===== src/rtl/gpr_write_back_scheduler.sv =====
// gpr_write_back_scheduler
// Round-robin arbiter that shares the single GPR write-back port among
// NUM_REQ execution units, with one registered valid/ready output stage.
// Optional statistics counters are built only when WB_SCHED_STATS_EN is
// defined; otherwise grant_count/stall_count are tied to zero.

module gpr_write_back_scheduler #(
    parameter int unsigned NUM_REQ     = 4,
    parameter int unsigned RS_ID_WIDTH = 5,
    parameter int unsigned CNT_WIDTH   = 16,
    localparam int unsigned SRC_WIDTH  = (NUM_REQ > 1) ? $clog2(NUM_REQ) : 1
) (
    input  logic                                clk,
    input  logic                                rst,
    input  logic                                flush,
    input  logic [NUM_REQ-1:0]                  in_valid,
    output logic [NUM_REQ-1:0]                  in_ready,
    input  logic [NUM_REQ-1:0][RS_ID_WIDTH-1:0] in_rs_id,
    input  logic [NUM_REQ-1:0][4:0]             in_reg_addr,
    input  logic [NUM_REQ-1:0][31:0]            in_result,
    output logic                                out_valid,
    input  logic                                out_ready,
    output logic [RS_ID_WIDTH-1:0]              out_rs_id,
    output logic [4:0]                          out_reg_addr,
    output logic [31:0]                         out_result,
    output logic [SRC_WIDTH-1:0]                out_src,
    output logic [NUM_REQ-1:0][CNT_WIDTH-1:0]   grant_count,
    output logic [CNT_WIDTH-1:0]                stall_count
);

    logic [SRC_WIDTH-1:0] ptr;
    logic [SRC_WIDTH-1:0] ptr_next;
    logic [SRC_WIDTH-1:0] grant_idx;
    logic                 grant_valid;
    logic                 load_en;
    logic                 transfer;

    // Output register may load when empty or draining this cycle
    assign load_en  = ~rst & ~flush & (~out_valid | out_ready);
    assign transfer = grant_valid & load_en;

    // Round-robin search starting at the pointer; first valid requester wins
    always_comb begin
        logic [SRC_WIDTH-1:0] cand;
        grant_valid = 1'b0;
        grant_idx   = '0;
        cand        = '0;
        for (int j = 0; j < int'(NUM_REQ); j++) begin
            cand = SRC_WIDTH'((32'(ptr) + 32'(j)) % NUM_REQ);
            if (!grant_valid && in_valid[cand]) begin
                grant_valid = 1'b1;
                grant_idx   = cand;
            end
        end
    end

    // Only the granted requester sees ready, and only when the stage can load
    always_comb begin
        in_ready = '0;
        if (grant_valid) begin
            in_ready[grant_idx] = load_en;
        end
    end

    // Pointer advances past the winner with an explicit wrap (non power-of-2 safe)
    always_comb begin
        if (grant_idx == SRC_WIDTH'(NUM_REQ - 1)) begin
            ptr_next = '0;
        end else begin
            ptr_next = grant_idx + SRC_WIDTH'(1);
        end
    end

    // Pointer register
    always_ff @(posedge clk) begin
        if (rst) begin
            ptr <= '0;
        end else if (transfer) begin
            ptr <= ptr_next;
        end
    end

    // Output stage: flush drops, transfer captures, drain clears valid, stall holds
    always_ff @(posedge clk) begin
        if (rst) begin
            out_valid    <= 1'b0;
            out_rs_id    <= '0;
            out_reg_addr <= '0;
            out_result   <= '0;
            out_src      <= '0;
        end else if (flush) begin
            out_valid <= 1'b0;
        end else if (transfer) begin
            out_valid    <= 1'b1;
            out_rs_id    <= in_rs_id[grant_idx];
            out_reg_addr <= in_reg_addr[grant_idx];
            out_result   <= in_result[grant_idx];
            out_src      <= grant_idx;
        end else if (out_ready) begin
            out_valid <= 1'b0;
        end
    end

`ifdef WB_SCHED_STATS_EN
    logic [NUM_REQ-1:0][CNT_WIDTH-1:0] grant_cnt;
    logic [CNT_WIDTH-1:0]              stall_cnt;

    // Saturating per-requester grant counters and back-pressure counter
    always_ff @(posedge clk) begin
        if (rst) begin
            grant_cnt <= '0;
            stall_cnt <= '0;
        end else begin
            for (int i = 0; i < int'(NUM_REQ); i++) begin
                if (transfer && (grant_idx == SRC_WIDTH'(i)) && (grant_cnt[i] != '1)) begin
                    grant_cnt[i] <= grant_cnt[i] + CNT_WIDTH'(1);
                end
            end
            if (out_valid && !out_ready && (stall_cnt != '1)) begin
                stall_cnt <= stall_cnt + CNT_WIDTH'(1);
            end
        end
    end

    assign grant_count = grant_cnt;
    assign stall_count = stall_cnt;
`else
    assign grant_count = '0;
    assign stall_count = '0;
`endif

endmodule


===== config.mk =====
export PLATFORM = sky130hd
export DESIGN_NAME = gpr_write_back_scheduler
export DESIGN_NICKNAME = d
export VERILOG_FILES = /design/src/rtl/gpr_write_back_scheduler.sv
export SDC_FILE = /design/constraint.sdc
export NUM_CORES = 1
export LEC_CHECK = 0
export CAP_MARGIN = 10
export CORE_AREA = 2 2 119 121
export DETAILED_ROUTE_END_ITERATION = 7
export DIE_AREA = 0 0 121 123
export DONT_BUFFER_PORTS = 1
export PLACE_DENSITY = 0.42
export SLEW_MARGIN = 20
export SYNTH_ARGS = -nofsm -noshare
export SYNTH_HDL_FRONTEND = slang
export SYNTH_SLANG_ARGS = --single-unit

===== constraint.sdc =====
create_clock -name clk -period 2.6 [get_ports clk]
set_input_delay 0.26 -clock clk [delete_from_list [all_inputs] [get_ports clk]]
set_output_delay 0.26 -clock clk [all_outputs]
set_load 0.02 [all_outputs]

-- Word level (Yosys, flattened, before mapping)
Index checks and enable logic that the tools add are counted.
- register bits: 47
- input bits: 176
- output and inout port bits: 129
- word-level logic and storage cells: 63
- $add $sub $neg: 4
- order comparisons: 6
- equal/unequal tests: 1
- muxes and demuxes: 28
- bitwise logic cells: 8
- reductions and logical operators: 10
- operators by type and width (operator ; number):
    binary-select mux 32 bit (select 2 bit) ; 1
    two-way mux 32 bit ; 1
    binary-select mux 5 bit (select 2 bit) ; 2
    < comparator 2 x 3 -> 1 bit, second input constant ; 5
    two-way mux 1 bit ; 11
    two-way mux 2 bit ; 5
    two-way mux 5 bit ; 2
    binary-select mux 1 bit (select 2 bit) ; 4
    adder 2 x 1 -> 2 bit, second input constant ; 2
    adder 2 bit, second input constant ; 2
    bitwise AND 4 bit ; 1
    logical AND 1 bit ; 4
    two-way mux 4 bit ; 1
    bitwise AND 1 bit ; 3
    zero test 1 bit ; 3
    NOT 1 bit ; 3
    demux 1 bit (select 2 bit) ; 1
    == test 2 bit, second input constant ; 1
    >= comparator 2 x 1 -> 1 bit, second input constant ; 1
    AND reduction 2 bit ; 1
    nonzero test 2 bit ; 1
    OR reduction 2 bit ; 1
    OR 1 bit ; 1

-- Depth between registers and ports, before layout
Gate-level depths: netlist (run 1).
- depth in word-level cells: 18
- gate-level depth with buffers: 9
- mapped depth without buffers: 7

-- Worst setup path after synthesis (run 1)
OpenSTA, ideal clock, no wires.
- path type: flip-flop to output port
- start: register out_valid
- end: output port in_ready[1]
- arrival: 1618 ps
- setup slack: 722 ps
- stages on the path, launching flop included: 7
- buffers on the path: 2
- path through: dfxtp_1 a21oi_4 nand2_4 or3_1 buf_6 buf_12 nor2_1
- word-level cells in the longest chain between the ends: 5
- RTL lines (element ; RTL line ; source):
    start, declared ; 21 ; output logic out_valid,
    start signal, assigned ; 86 ; out_valid <= 1'b0;
    start signal, assigned ; 92 ; out_valid <= 1'b0;
    start signal, assigned ; 94 ; out_valid <= 1'b1;
    NOT 1 bit ; 39 ; assign load_en = ~rst & ~flush & (~out_valid | out_ready);
    OR 1 bit ; 39 ;
    bitwise AND 1 bit ; 39 ;
    bitwise AND 4 bit (no line) ; - ;
    two-way mux 4 bit ; 60 ; if (grant_valid) begin
    end, declared ; 17 ; output logic [NUM_REQ-1:0] in_ready,
Every way passes these cells.

-- Worst setup path after layout (run 1)
- start: register ptr[0]
- end: output port in_ready[2]
- word-level cells in the longest chain between the ends: 18
- RTL lines (element ; RTL line ; source):
    start, declared ; 31 ; logic [SRC_WIDTH-1:0] ptr;
    start signal, assigned ; 79 ; ptr <= ptr_next;
    parallel branches: the longest is 17 deep, another holds < comparator 2 x 3 -> 1 bit ; - ;
    two-way mux 4 bit * ; 60 ;
Mark *: on every way between the ends. The select of a mux whose other input is x is not followed.

==> results of run 1 <==
registers in the layout, indices dropped and copies added, names as in the netlist:
register,flops
out_valid,1
out_result,32
ptr,2
out_reg_addr,5
out_rs_id,5
out_src,2
cell type report:
type | count | area (µm²) | share of cell area, %
Timing Repair Buffer | 7 | 105 | 2.89
Clock buffer | 6 | 139 | 3.82
Clock inverter | 2 | 35.0 | 0.965
Tap cell | 180 | 225 | 6.20
Sequential cell | 47 | 941 | 25.9
Multi-Input combinational cell | 283 | 2170 | 59.7
Inverter | 5 | 18.8 | 0.517
cell usage after synthesis, drive strengths merged (2+ instances only):
cell type | count | share of area [%]
dfxtp | 47 | 26
mux2i | 85 | 24
nor2b | 2 | 0.35
inv | 5 | 0.52
buf | 99 | 22
clkbuf | 4 | 0.42
o221ai | 42 | 17
nor3 | 2 | 0.28
nand2 | 46 | 5.0
a21oi | 7 | 1.5
nor2 | 8 | 0.84
repair_timing:
| action | 4_1_cts | 5_1_grt |
|---|---|---|
| buffers inserted | 0 | 0 |
| hold buffers | 1 | 0 |
| gates resized for setup | 0 | 0 |
| endpoints found under the hold margin | 1 | 0 |
where the power goes:
group | leakage [nW] | total (mW) | internal, mW | switching [mW]
sequential | 0.387 | 0.948 | 0.799 | 0.149
clock | 0.0868 | 0.774 | 0.479 | 0.295
combinational | 0.906 | 0.541 | 0.205 | 0.336
stage by stage:
stage                     util, %  area (µm²)  total power, mW  hold WS [ns]  instances
final                        26.7        3630             2.26        0.0221        530
after global routing         26.7        3630             2.39       0.00121        530
after CTS                    26.7        3630             2.31       0.00282        530
after detailed placement     25.3        3450             1.51         0.326        521
after global placement       25.3        3450             1.51         0.325        521
after floorplan                 -        3890             1.52         0.322        438
worst paths after layout:
check	cells after the start	start	endpoint	slack, ns
setup / recovery	5	ptr[0]	in_ready[2]	0.24
hold / removal	1	rst	out_src[1]	0.02
setup reg to reg	6	ptr[1]	out_reg_addr[3]	0.46
hold reg to reg	2	out_src[1]	out_src[1]	0.57
cell families after synthesis:
kind of cell    count (synthesis)  synth area share, %
buf+inv                       108                 22.7
mux                            85                 23.7
simple gates                   63                 7.56
compound gates                 54                 19.5
flops                          47                 26.2
fa+ha+maj                       1                0.348
other cells                     1                0.104
critical path: stages, from the launching register on:
cell,delay [ns]
dfxtp_1,0.33
inv_1,0.07
a22oi_1,0.18
a21oi_1,0.16
o21bai_4,0.78
nor2_1,0.28
routing by layer:
metal | routed length [µm] | up-vias | share of wire (%)
li1 | - | 1111 | -
met1 | 2840 | 1094 | 35
met2 | 4320 | 174 | 53
met3 | 936 | 7 | 11
met4 | 109 | 0 | 1.3
met5 | 0 | - | 0
==> flow_summary.ini, run 1 <==
[outcome]
status = finished, final reports clean

[clock_tree]
clock-sinks = 47
cts_htree_levels = 2
clkTransAtPathRegs_ns = 0.07
clock_path_buffers = 2
cts_buffers = 5
root_buffer = clkbuf_16
tritoncts = built
clk_latency_ns = 0.30

[global_route]
gr-usage-met2_pct = 18.8
grt_pass1_wl_mm = 11.5
top_usage_layer = met2
first_global_vias = 2230
grt-ovfl-total = 0
gr-usage-met3_pct = 4.01
antenna_found_initial = 0
grtUsageTotal_pct = 10.1
grt_start_max_net_pins = 42
use_met1_pct = 10.2

[cells_and_area]
num-nets-final = 526
antenna_cells = 0
layout_common_cells = 85 x mux2i_1, 80 x conb_1, 47 x dfxtp_1
final_common_cell = mux2i_1
area_growth_pct = 1.08
fillers = 1468
drive_gt1_share_pct = 17.7

[sta]
drv_slew = 0
setup_ws_ns = 0.237
finalSetupViolations = 0
finalHoldViolCount = 0
finalCritPeriodShare_pct = 90.9
slew-limit-headroom_pct = 37.2
rsz0062_at_grt = false
fmax_mhz = 423
worst_pin_slew_ns = 0.940
fin_crit_ns = 2.36
tns_ns = 0
clock_skew_ns = 0.00811

[floorplanning]
top_level_ports = 305
fp.dieW_um = 121
die_area_um2 = 14900
die_h_um = 123
initial_core_util_pct = 26.4
rows = 43
core-area_um2 = 13600

[drt]
wire_per_inst_um = 15.5
dr.pass1.iters = 4
drc = 0
viasPerCell = 4.50
drtIter0Drc = 29
vias = 2386
routed_wl_mm = 8.20
drtAntennaViolNets = 0

[yosys]
synth.distinct_cells = 30
synthFlopType = dfxtp_1
async_reset_ff_share_pct = 0
yosysSeqAreaShare_pct = 26.2
ys_seq_elements = 47
syn_area_um2 = 3590
syn_area_per_cell_um2 = 10.0
syn_inst = 359
synth.yosys.warnings = 0
synth_edf_count = 0

[place]
dp_slack_ns = 0.468
dp_hpwl_mm = 6.59
portBuffers = 0
gp_congestion = 0.718

[power_and_ir_drop]
peakVddDrop_mv = 0.285
p_leak_nw = 1.38
power_per_cell_area_nw_per_um2 = 623

[critical_path]
worstSetupPathType = flip-flop to output port
cp-end-kind = output port
required_ns = 2.34
crit_fanout = 24
cp.arrival_ns = 2.10
critPathLaunchType = flip-flop

[flow_run]
drv_cap = 0

[hold_path]
hp-class = input pin to flip-flop
No activity file was read; power rests on OpenSTA's default activity.
==> run 2, diff against run 1 <==
Settings changed: PLACE_DENSITY 0.42 to 0.43, RECOVER_POWER from default to 25.
Clock period 2.6 ns to 2.15 ns, I/O delays scaled along.
==> run 2 against run 1 <==
Effect of this change:
- power grew 19%
- clock skew grew 0.0013 ns
- global-route usage shrank 0.25 points
==> flow_summary.ini, run 2 (same netlist as run 1, synthesis figures left out) <==
[drt]
vias = 2399
drc = 0
routed_wl_mm = 7.99
dr.pass1.iters = 4
wire_per_inst_um = 14.9
drtAntennaViolNets = 0
viasPerCell = 4.48
drtIter0Drc = 46

[sta]
rsz0062_at_grt = false
clock_skew_ns = 0.00938
fin_crit_ns = 1.98
finalCritPeriodShare_pct = 92.3
fmax_mhz = 504
drv_slew = 0
finalSetupViolations = 0
finalHoldViolCount = 0
tns_ns = 0

[floorplanning]
core-area_um2 = 13600
fp.dieW_um = 121
die_area_um2 = 14900
initial_core_util_pct = 26.4
top_level_ports = 305
die_h_um = 123
rows = 43

[clock_tree]
cts_htree_levels = 2
clock-sinks = 47
clk_latency_ns = 0.29
cts_buffers = 5
root_buffer = clkbuf_16
tritoncts = built
clock_path_buffers = 2
clkTransAtPathRegs_ns = 0.07

[cells_and_area]
max_flop_register = out_result
seqCellArea_um2 = 941
num-nets-final = 533
antenna_cells = 0
multi_input_area_um2 = 2170
layout_common_cells = 85 x mux2i_1, 80 x conb_1, 47 x dfxtp_1
fillers = 1441
drive_gt1_share_pct = 19.1
final_common_cell = mux2i_1
largest_reg_flops = 32
fin_util_pct = 26.9
area_growth_pct = 1.98
reg_top3 = out_result: 32 flops, out_reg_addr: 5 flops, out_rs_id: 5 flops

[power_and_ir_drop]
switching_share_pct = 34.5
pwr-share-seq_pct = 42.6
p_int_mw = 1.77
power_switching_uw = 931
p_leak_nw = 1.40
peakVddDrop_mv = 0.316
power_per_cell_area_nw_per_um2 = 736
power.share.clock_pct = 32.6
power_frac_comb_pct = 24.8

[critical_path]
critPathLaunchType = flip-flop
crit_fanout = 7
cp.arrival_ns = 1.77
worstRegToRegCells = 7
required_ns = 1.93
reg2reg_from = ptr[1]
worstSetupPathType = flip-flop to output port
r2r_setup_slack_ns = 0.18
r2r-end = out_reg_addr[3]
cp-end-kind = output port

[global_route]
antenna_found_initial = 0
grt_start_max_net_pins = 40
grt_pass1_wl_mm = 11.3
grtUsageTotal_pct = 9.84
first_global_vias = 2175
grt-ovfl-total = 0

[hold_path]
hold_end = out_rs_id[2]
min_from = in_rs_id[7]
hp-class = input pin to flip-flop
hold_depth = 2

[place]
gp_congestion = 0.742
dp_hpwl_mm = 6.50
portBuffers = 0

[flow_run]
drv_cap = 0

[outcome]
status = finished, final reports clean
-- run 2: per-stage QoR --
stage | hold WS (ns) | area (µm²) | setup slack (ns) | power (mW) | cells
3_5_place_dp | 0.280 | 3470 | 0.223 | 1.84 | 526
5_1_grt | 0.140 | 3660 | 0.0260 | 2.85 | 536
3_3_place_gp | 0.284 | 3470 | 0.261 | 1.83 | 526
2_1_floorplan | 0.277 | 3890 | 0.317 | 1.84 | 438
6_report | 0.149 | 3660 | 0.166 | 2.70 | 536
4_1_cts | 0.137 | 3650 | 0.0197 | 2.75 | 534
-- run 2: timing repair --
action	in CTS	in global routing
resized for setup	0	1
buffers inserted	0	2
hold endpoints to repair	3	0
endpoints found under the setup margin	0	2
hold buffers	1	0
-- run 2: worst max path at each step --
stage,endpoint,slack [ns],from
after floorplan,in_ready[1],0.32,out_valid
after global placement,out_reg_addr[3],0.26,ptr[1]
after detailed placement,out_reg_addr[3],0.22,ptr[1]
after CTS,in_ready[2],0.02,ptr[1]
after global routing,out_reg_addr[3],0.03,ptr[1]
final,in_ready[2],0.17,ptr[1]
-- run 2: area by class of cell --
type,count,share of cell area (%)
multi-input cells,283,59.3
clock inverters,2,1.02
repair buffers,14,3.96
well taps,180,6.15
clock buffers,5,3.41
inverters,5,0.512
flip-flops and latches,47,25.7
-- run 2: worst max-delay path, cell delays in order (launching register included) --
cell       delay [ns]
dfxtp_1          0.37
a21oi_1          0.13
o21ai_0          0.13
a2bb2oi_4        0.28
buf_4            0.20
inv_1            0.04
nor2_1           0.32
-- run 2: routing by layer --
metal / part of all wire [%] / routed length [µm] / vias to the layer above / track usage (%)
met1: 36 / 2910 / 1092 / 10.5
li1: - / - / 1120 / -
met4: 1.1 / 91 / 0 / 3.34
met2: 51 / 4050 / 182 / 17.6
met3: 12 / 932 / 5 / 4.01
met5: 0 / 0 / - / 0
-- run 2: power by group through the flow --
stage / Combinational (mW) / Clock (mW) / Sequential (mW)
detailed placement: 0.668 / 0 / 1.17
global route: 0.732 / 0.954 / 1.16
global placement: 0.657 / 0 / 1.17
floorplan: 0.702 / 0 / 1.14
finish: 0.669 / 0.879 / 1.15
CTS: 0.668 / 0.930 / 1.15
==> RTL change: new RTL, flow settings as in run 2 <==
Build with the macro `WB_SCHED_STATS_EN` defined.
--- a/src/rtl/gpr_write_back_scheduler.sv
+++ b/src/rtl/gpr_write_back_scheduler.sv
@@ -3,6 +3,8 @@
 // NUM_REQ execution units, with one registered valid/ready output stage.
 // Optional statistics counters are built only when WB_SCHED_STATS_EN is
 // defined; otherwise grant_count/stall_count are tied to zero.
+
+`define WB_SCHED_STATS_EN
 
 module gpr_write_back_scheduler #(
     parameter int unsigned NUM_REQ     = 4,
Formal check against the unedited RTL: not equivalent (Yosys sat finds a counterexample within 4 cycles, from zero or initial values and one cycle with rst high).
==> RTL change against run 2 <==
The flow now finishes with violations (negative hold slack, negative setup slack). Routed wire length rose to 2.9 times the old value. Total power rose by 130%. Worst setup slack got worse by 0.18 ns. Synthesized area rose by 85%. Final area rose by 140%. Sequential cell count rose by 80. Via count rose to 2.8 times the old value. Die area did not move. Clock power rose to 3.2 times the old value. Sequential share of layout area rose by 3.1 points. Synthesized cell count rose by 120%. First-iteration DRC count rose to 9.8 times the old value. Largest cell class unchanged.
==> RTL change: results (changes against run 2) <==
stage	metric	value	unit	change
pwr	leakage power	3.34	nW	+140%
global_route	GR Layer Usage met2	50.6	%	+33 points
status	failing checks	negative hold slack, negative setup slack		
global_route	met3 track demand over resource	10.4	%	+6.4 points
global_route	global-route wire length before repair	34700	microns	+210%
placement	area post-placement	0.00733	sq mm	+110%
drt	vias	6783		+180%
synth	Synth area leaders	dfxtp_1, mux2i_1, a21oi_1, nor2_1, nand3_1		
worst_setup_path	slowest cell delay on critical path	0.52	ns	+0.15 ns
worst_setup_path	CP max-delay cell	o32ai_2		
placement	RD Place Congestion	0.873		+18%
pwr	sequential share of power	42.5	%	about the same
drt	met2 wire length	11700	microns	+190%
global_route	largest net degree at the start of global routing	93		+130%
timing	fin worst setup slack	-0.0139	ns	-0.180 ns
cts	Post-CTS Setup Bufs	2		+2
timing	Final setup viols	1		+1
pwr	Max VDD drop	0.543	mV	+72%
global_route	number of global-route vias before repair	6560		+200%
worst_setup_path	WP data arrival	1.95	ns	+0.18 ns
timing	Final Hold Fails	1		+1
synth	sequential share of the synthesized area	38.2	%	+12 points
pwr	Switch Pwr	1.64	mW	+77%
placement	placed insts	1017		+93%
drt	WL met3	2000	microns	+110%
global_route	GR Util All Layers	29.9	%	+20 points
synth	post-synthesis compound-gate area fraction	16.6	%	-2.9 points
placement	hpwl dp	15800	microns	+140%
status	outcome	finished with violations		
pwr	Comb power frac	12.2	%	-13 points
cts	PostCTS Resize Cnt	3		+3
synth	Avg Cell Area, Syn	8.30	sq um	-17%
cts	clk buf depth	2		unchanged
placement	Place WS	-0.122	ns	-0.345 ns
synth	xor/xnor share of the synthesized area	6.97	%	+7.0 points
final_layout	layout cells sized above 1	16.3	%	-2.8 points
timing	total negative slack	-0.0139	ns	-0.0139 ns
synth	adder-cell share of the synthesized area	1.32	%	+0.97 points
cts	CTS Hold Bufs	78		+77
worst_setup_path	crit path max fanout	8		+1
final_layout	Final #Nets	1125		+110%
cts	# H-tree levels	4		+2
drt	DRT Pass-1 Iters	5		+1
synth	mux contribution to synthesized area	7.67	%	-16 points
synth	Yosys cell types	60		+100%
timing	Min Hold Slack	-0.0182	ns	-0.167 ns
cts	worst skew pair latency	0.42	ns	+0.13 ns
final_layout	number of flip-flops under the largest register name	64		+100%
global_route	GRT met1 Usage	34.9	%	+24 points
timing	clock skew	0.0106	ns	+0.00126 ns
pwr	P per Cell Area	705	mW/mm^2	-4.2%
drt	initial DRC count	449		+880%
drt	total routed wirelength	23400	microns	+190%
synth	most frequent cells after synthesis	dfxtp_1, nor2_1, a21oi_1		
drt	metal1 wirelength	9100	microns	+210%
## RTL change: cell types whose count changed after synthesis, moves of 12 or more
cell,before,now
a21oi_1,4,90
and3_1,0,12
buf_4,85,4
dfxtp_1,47,127
mux2i_1,85,51
nand2_1,45,73
nand3_1,1,62
nand4_1,0,22
nor2_1,8,91
nor3_1,2,17
o21ai_0,1,42
o221ai_2,38,0
xnor2_1,0,22
xor2_1,0,31
## RTL change: final timing paths
path	slack (ns)	start	end
worst min-delay path	-0.02	in_result[77]	out_result[13]
worst max-delay path	-0.01	ptr[0]	in_ready[0]
worst min register to register	0.52	ptr[1]	ptr[1]
worst max register to register	0	ptr[1]	out_result[3]
## RTL change: area by class of cell
| class | instances | area (sq um) |
|---|---|---|
| sequential | 127 | 2550 |
| timing repair buffer | 168 | 1500 |
| clock buffer | 22 | 474 |
| tap | 180 | 225 |
| clock inverter | 10 | 111 |
| inverter | 10 | 37.5 |
| antenna | 1 | 2.50 |
| fill | 1204 | 4760 |
| multi-input combinational | 618 | 3940 |
